`config.mk`:
```
export PLATFORM = sky130hd
export DESIGN_NAME = dcf77_encoder
export DESIGN_NICKNAME = d
export VERILOG_FILES = /design/src/rtl/dcf77_encoder.sv
export SDC_FILE = /design/constraint.sdc
export NUM_CORES = 1
export LEC_CHECK = 0
export CORE_ASPECT_RATIO = 1.75
export CORE_MARGIN = 4
export CORE_UTILIZATION = 51
export CTS_CLUSTER_SIZE = 8
export DETAILED_ROUTE_END_ITERATION = 10
export HOLD_SLACK_MARGIN = 0.02
export PLACE_DENSITY = 0.77
export SYNTH_ARGS = -nofsm -noshare
export SYNTH_HDL_FRONTEND = slang
export SYNTH_SLANG_ARGS = --single-unit
```
`constraint.sdc`:
```
create_clock -name clk -period 4.1 [get_ports clk]
set_clock_uncertainty 0.05 [all_clocks]
set_input_delay 0.41 -clock clk [delete_from_list [all_inputs] [get_ports clk]]
set_output_delay 0.41 -clock clk [all_outputs]
set_load 0.01 [all_outputs]
```
`src/rtl/dcf77_encoder.sv`:
```
// DCF77 time-code transmitter: one 59-bit BCD frame per minute, data requested via valid/ready.
// Define DCF77_ENCODER_LEAP_EN to honour leap_announce (61-second minute with bit 19 set).
module dcf77_encoder #(
    parameter int CLK_HZ = 12_000_000
) (
    input  logic       clk,
    input  logic       reset,
    input  logic       enable,
    input  logic       dt_valid,
    output logic       dt_ready,
    input  logic [7:0] minute,
    input  logic [7:0] hour,
    input  logic [7:0] day,
    input  logic [7:0] month,
    input  logic [7:0] year,
    input  logic [2:0] day_of_week,
    input  logic       cest,
    input  logic       dst_announce,
    input  logic       leap_announce,
    output logic       dcf77,
    output logic       second_tick,
    output logic [5:0] second_count,
    output logic       underrun
);

    localparam int PW = (CLK_HZ > 1) ? $clog2(CLK_HZ) : 1;
    localparam logic [PW-1:0] PRESC_MAX = PW'(CLK_HZ - 1);
    localparam logic [PW-1:0] W0        = PW'(CLK_HZ / 10);
    localparam logic [PW-1:0] W1        = PW'(CLK_HZ / 5);

    typedef enum logic [1:0] {
        ST_IDLE = 2'd0,
        ST_GAP  = 2'd1,
        ST_SEND = 2'd2
    } state_t;

    function automatic logic even_par(input logic [21:0] v);
        return ^v;
    endfunction

    state_t          r_state;
    logic [PW-1:0]   r_presc;
    logic [5:0]      r_sec;
    logic            r_hs_done;
    logic [6:0]      r_min;
    logic [5:0]      r_hour;
    logic [5:0]      r_day;
    logic [4:0]      r_mon;
    logic [7:0]      r_year;
    logic [2:0]      r_dow;
    logic            r_cest;
    logic            r_a1;
    logic            r_ready;
    logic            r_dcf;
    logic            r_tick;
    logic            r_under;
`ifdef DCF77_ENCODER_LEAP_EN
    logic            r_leap;
    logic            w_leap_n;
`endif

    state_t          w_state_n;
    logic [PW-1:0]   w_presc_n;
    logic [5:0]      w_sec_n;
    logic            w_hs;
    logic            w_hs_done_n;
    logic [6:0]      w_min_n;
    logic [5:0]      w_hour_n;
    logic [5:0]      w_day_n;
    logic [4:0]      w_mon_n;
    logic [7:0]      w_year_n;
    logic [2:0]      w_dow_n;
    logic            w_cest_n;
    logic            w_a1_n;
    logic [63:0]     w_frame;
    logic            w_bit;
    logic            w_ready_n;
    logic            w_dcf_n;
    logic            w_tick_n;
    logic            w_under_n;
    logic            w_unused;

`ifdef DCF77_ENCODER_LEAP_EN
    assign w_unused = ^{minute[7], hour[7:6], day[7:6], month[7:5]};
`else
    assign w_unused = ^{minute[7], hour[7:6], day[7:6], month[7:5], leap_announce};
`endif

    // Next-state, data latch and output decode; outputs are derived from next state so they register cleanly.
    always_comb begin
        w_hs        = dt_valid && r_ready;
        w_state_n   = r_state;
        w_presc_n   = r_presc;
        w_sec_n     = r_sec;
        w_hs_done_n = r_hs_done || w_hs;
        w_min_n     = w_hs ? minute[6:0]  : r_min;
        w_hour_n    = w_hs ? hour[5:0]    : r_hour;
        w_day_n     = w_hs ? day[5:0]     : r_day;
        w_mon_n     = w_hs ? month[4:0]   : r_mon;
        w_year_n    = w_hs ? year         : r_year;
        w_dow_n     = w_hs ? day_of_week  : r_dow;
        w_cest_n    = w_hs ? cest         : r_cest;
        w_a1_n      = w_hs ? dst_announce : r_a1;
`ifdef DCF77_ENCODER_LEAP_EN
        w_leap_n    = w_hs ? leap_announce : r_leap;
`endif
        if (!enable) begin
            w_state_n   = ST_IDLE;
            w_presc_n   = '0;
            w_sec_n     = 6'd0;
            w_hs_done_n = 1'b0;
        end else begin
            case (r_state)
                ST_IDLE: begin
                    w_state_n   = ST_GAP;
                    w_presc_n   = '0;
                    w_sec_n     = 6'd59;
                    w_hs_done_n = 1'b0;
                end
                ST_GAP: begin
                    if (r_presc == PRESC_MAX) begin
                        w_state_n = ST_SEND;
                        w_presc_n = '0;
                        w_sec_n   = 6'd0;
                    end else begin
                        w_presc_n = r_presc + PW'(1);
                    end
                end
                ST_SEND: begin
                    if (r_presc == PRESC_MAX) begin
                        w_presc_n = '0;
                        if (r_sec == 6'd58) begin
`ifdef DCF77_ENCODER_LEAP_EN
                            if (r_leap) begin
                                w_sec_n = 6'd59;
                            end else begin
                                w_state_n   = ST_GAP;
                                w_sec_n     = 6'd59;
                                w_hs_done_n = 1'b0;
                            end
`else
                            w_state_n   = ST_GAP;
                            w_sec_n     = 6'd59;
                            w_hs_done_n = 1'b0;
`endif
                        end
`ifdef DCF77_ENCODER_LEAP_EN
                        else if (r_sec == 6'd59) begin
                            // Leap second sent; the flag is consumed so reused data does not repeat it.
                            w_state_n   = ST_GAP;
                            w_sec_n     = 6'd60;
                            w_hs_done_n = 1'b0;
                            w_leap_n    = 1'b0;
                        end
`endif
                        else begin
                            w_sec_n = r_sec + 6'd1;
                        end
                    end else begin
                        w_presc_n = r_presc + PW'(1);
                    end
                end
                default: begin
                    w_state_n = ST_IDLE;
                    w_presc_n = '0;
                    w_sec_n   = 6'd0;
                end
            endcase
        end

        w_frame        = 64'd0;
        w_frame[16]    = w_a1_n;
        w_frame[17]    = w_cest_n;
        w_frame[18]    = ~w_cest_n;
`ifdef DCF77_ENCODER_LEAP_EN
        w_frame[19]    = w_leap_n;
`else
        w_frame[19]    = 1'b0;
`endif
        w_frame[20]    = 1'b1;
        w_frame[27:21] = w_min_n;
        w_frame[28]    = even_par({15'd0, w_min_n});
        w_frame[34:29] = w_hour_n;
        w_frame[35]    = even_par({16'd0, w_hour_n});
        w_frame[41:36] = w_day_n;
        w_frame[44:42] = w_dow_n;
        w_frame[49:45] = w_mon_n;
        w_frame[57:50] = w_year_n;
        w_frame[58]    = even_par({w_day_n, w_dow_n, w_mon_n, w_year_n});
        w_bit          = w_frame[w_sec_n];

        w_ready_n = (w_state_n == ST_GAP) && !w_hs_done_n;
        w_tick_n  = (w_state_n == ST_SEND) && (w_presc_n == '0);
        w_dcf_n   = (w_state_n == ST_SEND) && (w_presc_n < (w_bit ? W1 : W0));
        w_under_n = (r_state == ST_GAP) && (w_state_n == ST_SEND) && !w_hs_done_n;
    end

    // State, counters, latched frame data and registered outputs.
    always_ff @(posedge clk) begin
        if (reset) begin
            r_state   <= ST_IDLE;
            r_presc   <= '0;
            r_sec     <= 6'd0;
            r_hs_done <= 1'b0;
            r_min     <= 7'd0;
            r_hour    <= 6'd0;
            r_day     <= 6'd0;
            r_mon     <= 5'd0;
            r_year    <= 8'd0;
            r_dow     <= 3'd0;
            r_cest    <= 1'b0;
            r_a1      <= 1'b0;
            r_ready   <= 1'b0;
            r_dcf     <= 1'b0;
            r_tick    <= 1'b0;
            r_under   <= 1'b0;
`ifdef DCF77_ENCODER_LEAP_EN
            r_leap    <= 1'b0;
`endif
        end else begin
            r_state   <= w_state_n;
            r_presc   <= w_presc_n;
            r_sec     <= w_sec_n;
            r_hs_done <= w_hs_done_n;
            r_min     <= w_min_n;
            r_hour    <= w_hour_n;
            r_day     <= w_day_n;
            r_mon     <= w_mon_n;
            r_year    <= w_year_n;
            r_dow     <= w_dow_n;
            r_cest    <= w_cest_n;
            r_a1      <= w_a1_n;
            r_ready   <= w_ready_n;
            r_dcf     <= w_dcf_n;
            r_tick    <= w_tick_n;
            r_under   <= w_under_n;
`ifdef DCF77_ENCODER_LEAP_EN
            r_leap    <= w_leap_n;
`endif
        end
    end

    assign dt_ready     = r_ready;
    assign dcf77        = r_dcf;
    assign second_tick  = r_tick;
    assign second_count = r_sec;
    assign underrun     = r_under;

endmodule

```
==> metrics.cfg <==
[die]
row_count = 46
dieHeight_microns = 135.8
die_w_microns = 81.06
initial_core_util_pct = 52.38
boundaryPins = 60
core_area_sq_um = 9094
dieArea_sq_um = 11010

[worst_setup_path]
reg2reg_to = dcf77
reg2reg_setup_slack_ps = -80
start_kind = register
slowest_delay_ps = 390
crit_arrival_ps = 4350
crit_type = register to register
worstSetupEndpointType = register
crit_fanout = 7
r2r_start = r_presc[22]
reg2reg_depth = 19
worst_path_max_delay_cell = or3_4
crit_top_cell = buf_4
cp_num_buf_inv = 4
critical_path.top_delay_family = simple AND/OR/NAND/NOR gates
cp_cell_sequence = buf_4, nor4bb_1, and4_2, and3_4, mux2i_2, nor2_4, buf_4, mux2i_1, nor2_1, o31ai_2, a32oi_2, buf_4, nor2_4, inv_2, ha_4, nand4_1, or3_4, nor4_2, a21oi_1
required_ps = 4270

[timing]
min_period_over_period_pct = 102.0
slew-limit-headroom_pct = 55.45
setup_viol = 1
max_freq_ghz = 0.2390
final.setup.worst_slack_ps = -83.71
fin_crit_ps = 4184
tightest_slew_ps = 668.3
grt_setup_unrepaired = yes
final_max_slew_viol_count = 0
final_hold_viol_count = 0

[hold_path]
hold_start = r_day[4]
min_delay_path_depth = 2
min_to = r_day[4]
hold_path_class = register to register

[clock_tree]
clock_latency_ps = 340
cts_root_buf = clkbuf_16
tritoncts = yes
cts.path.max_buffers = 2
cts_max_level = 3
clock_sinks = 74
cts_buffers = 9
clk_pin_slew_ps = 50

[detailed_routing]
drc = 0
wirelength_mm = 14.17
drtPass1Iterations = 4
post_drt_wl_per_cell_microns = 17.21
ant_nets = 0
num_vias = 4688
drt_iter0_markers = 290
vias_per_cell = 5.696

[outcome]
violations = negative setup slack
status = complete, but fails checks

[yosys]
syn_area_sq_um = 4763
synth_ff_type = dfxtp_1
ys_ff_latch = 74
synthTopCellsByArea = dfxtp_1 31%, xnor2_1 13%, mux2i_1 6.1%
syn_inst = 576
synthArstFlopShare_pct = 0
synth_area_per_cell_sq_um = 8.270
synth_cell_types = 62
synth_top_area_cell = dfxtp_1
syn_nets = 640
seq_area_frac_synth_pct = 31.10
ys_warn_count = 0
synth.top_cell.area_share_pct = 31.10
synth-edff-count = 0

[finish]
nNetsFinal = 763
stdcell_count = 823
layout_commonest_cell = buf_4
mostFrequentLayoutCells = 83 x buf_4, 73 x nor2_1, 73 x xnor2_1
layout-drive-gt1-share_pct = 21.05
design_area_sq_um = 6479
areaGrowthSynthToFinish_pct = 36.01
num_antenna_cells = 0

[pwr]
p_leak_nw = 2.524
power.density_nw_per_um2 = 299.7
ir_drop_mv = 0.2360
power_mw = 1.942

[global_route]
grt_max_degree = 35
grt_usage_pct = 26.65
grt_pass1_wl_mm = 22.31
antenna_found_initial = 0
overflow = 0
grt_pass1_vias = 4857

[place]
dpl_cell_area_sq_um = 5966
port_buffers = 50
gp_congestion = 0.8906
numPlacedInstances = 801
place_hpwl_mm = 10.87
dp_slack_ps = -370.8

[run]
maxCapViolCount = 0

per-layer routing:
| metal | GRT usage (%) | routed length (microns) | vias up |
|---|---|---|---|
| met5 | 0 | 0 | - |
| met1 | 24.21 | 4807 | 2247 |
| met2 | 52.42 | 8138 | 141 |
| met3 | 4.841 | 591 | 49 |
| li1 | - | - | 2251 |
| met4 | 15.13 | 628 | 0 |
kinds of logic after synthesis:
kind of cell	after synthesis	share of synthesized area [%]
AND/OR/NAND/NOR	243	24.72
flip-flops	74	31.10
buffers and inverters	40	3.467
XOR/XNOR	89	16.36
AO/OA/AOI/OAI	78	11.03
multiplexers	38	9.640
adder cells (fa/ha/maj)	14	3.677
layout make-up:
type	count	area, sq um
multi-input cells	462	3288
fillers	716	2615
clock inverters	3	40.04
repair buffers	139	1221
flip-flops and latches	74	1484
inverters	13	48.80
clock buffers	12	246.5
well taps	120	150.1
timing repair:
item | 4_1_cts | 5_1_grt
gates resized for setup | 25 | 8
setup buffers | 5 | 2
pin swaps | 11 | 4
hold buffers | 0 | 0
setup endpoints to repair | 1 | 1
state kept, by name (all words and copies together) (netlist names):
register      count
r_presc          24
r_year            8
r_min             7
r_day             6
r_hour            6
second_count      6
r_mon             5
r_dow             3
r_state           2
dcf77             1
dt_ready          1
r_a1              1
r_cest            1
r_hs_done         1
second_tick       1
underrun          1
synthesized netlist by cell type (all sizes together) (4+ instances only):
library cell / instances
ha: 14
inv: 13
mux2i: 29
o21ai: 9
nor4: 6
nor2: 76
a21oi: 34
nand3: 18
mux4: 6
clkbuf: 20
dfxtp: 74
nor2b: 4
o211ai: 6
and4: 4
or3: 4
nand4: 7
xnor2: 73
nand2b: 8
o31ai: 4
buf: 7
nand2: 66
nor3: 23
and2: 4
and3: 10
xor2: 16
worst max path at each step:
| stage | start | end | slack (ps) | depth (start not counted) |
|---|---|---|---|---|
| 2_1_floorplan | r_presc[0] | dcf77 | 9 | 16 |
| 3_3_place_gp | r_presc[0] | dcf77 | -170 | 17 |
| 3_5_place_dp | r_presc[1] | dcf77 | -370 | 16 |
| 4_1_cts | r_presc[1] | dcf77 | 0.02 | 17 |
| 5_1_grt | r_presc[22] | dcf77 | -300 | 22 |
| 6_report | r_presc[22] | dcf77 | -80 | 19 |
stage by stage:
stage / setup TNS [ps] / hold slack (ps) / utilization, %
2_1_floorplan: 0 / 387.4 / -
5_1_grt: -304.0 / 458.8 / 71.24
4_1_cts: 0 / 436.3 / 70.75
3_5_place_dp: -370.8 / 426.2 / 65.60
3_3_place_gp: -165.3 / 414.5 / 65.60
6_report: -83.71 / 434.9 / 71.24
report_power, final:
part	internal, mW	switching (mW)	leakage, nW	total (mW)
combinational	0.216	0.202	1.78	0.418
sequential	0.736	0.0133	0.601	0.749
clock	0.482	0.292	0.142	0.775
worst register-to-register path: stages, from the launching register on:
cell and delay [ps]:
dfxtp_1 310, buf_4 150, nor4bb_1 260, and4_2 310, and3_4 210, mux2i_2 280
nor2_4 70, buf_4 170, mux2i_1 210, nor2_1 90, o31ai_2 260, a32oi_2 130
buf_4 170, nor2_4 180, inv_2 100, ha_4 280, nand4_1 100, or3_4 390
nor4_2 270, a21oi_1 90
Note: power is estimated with default switching activity, not from simulation.
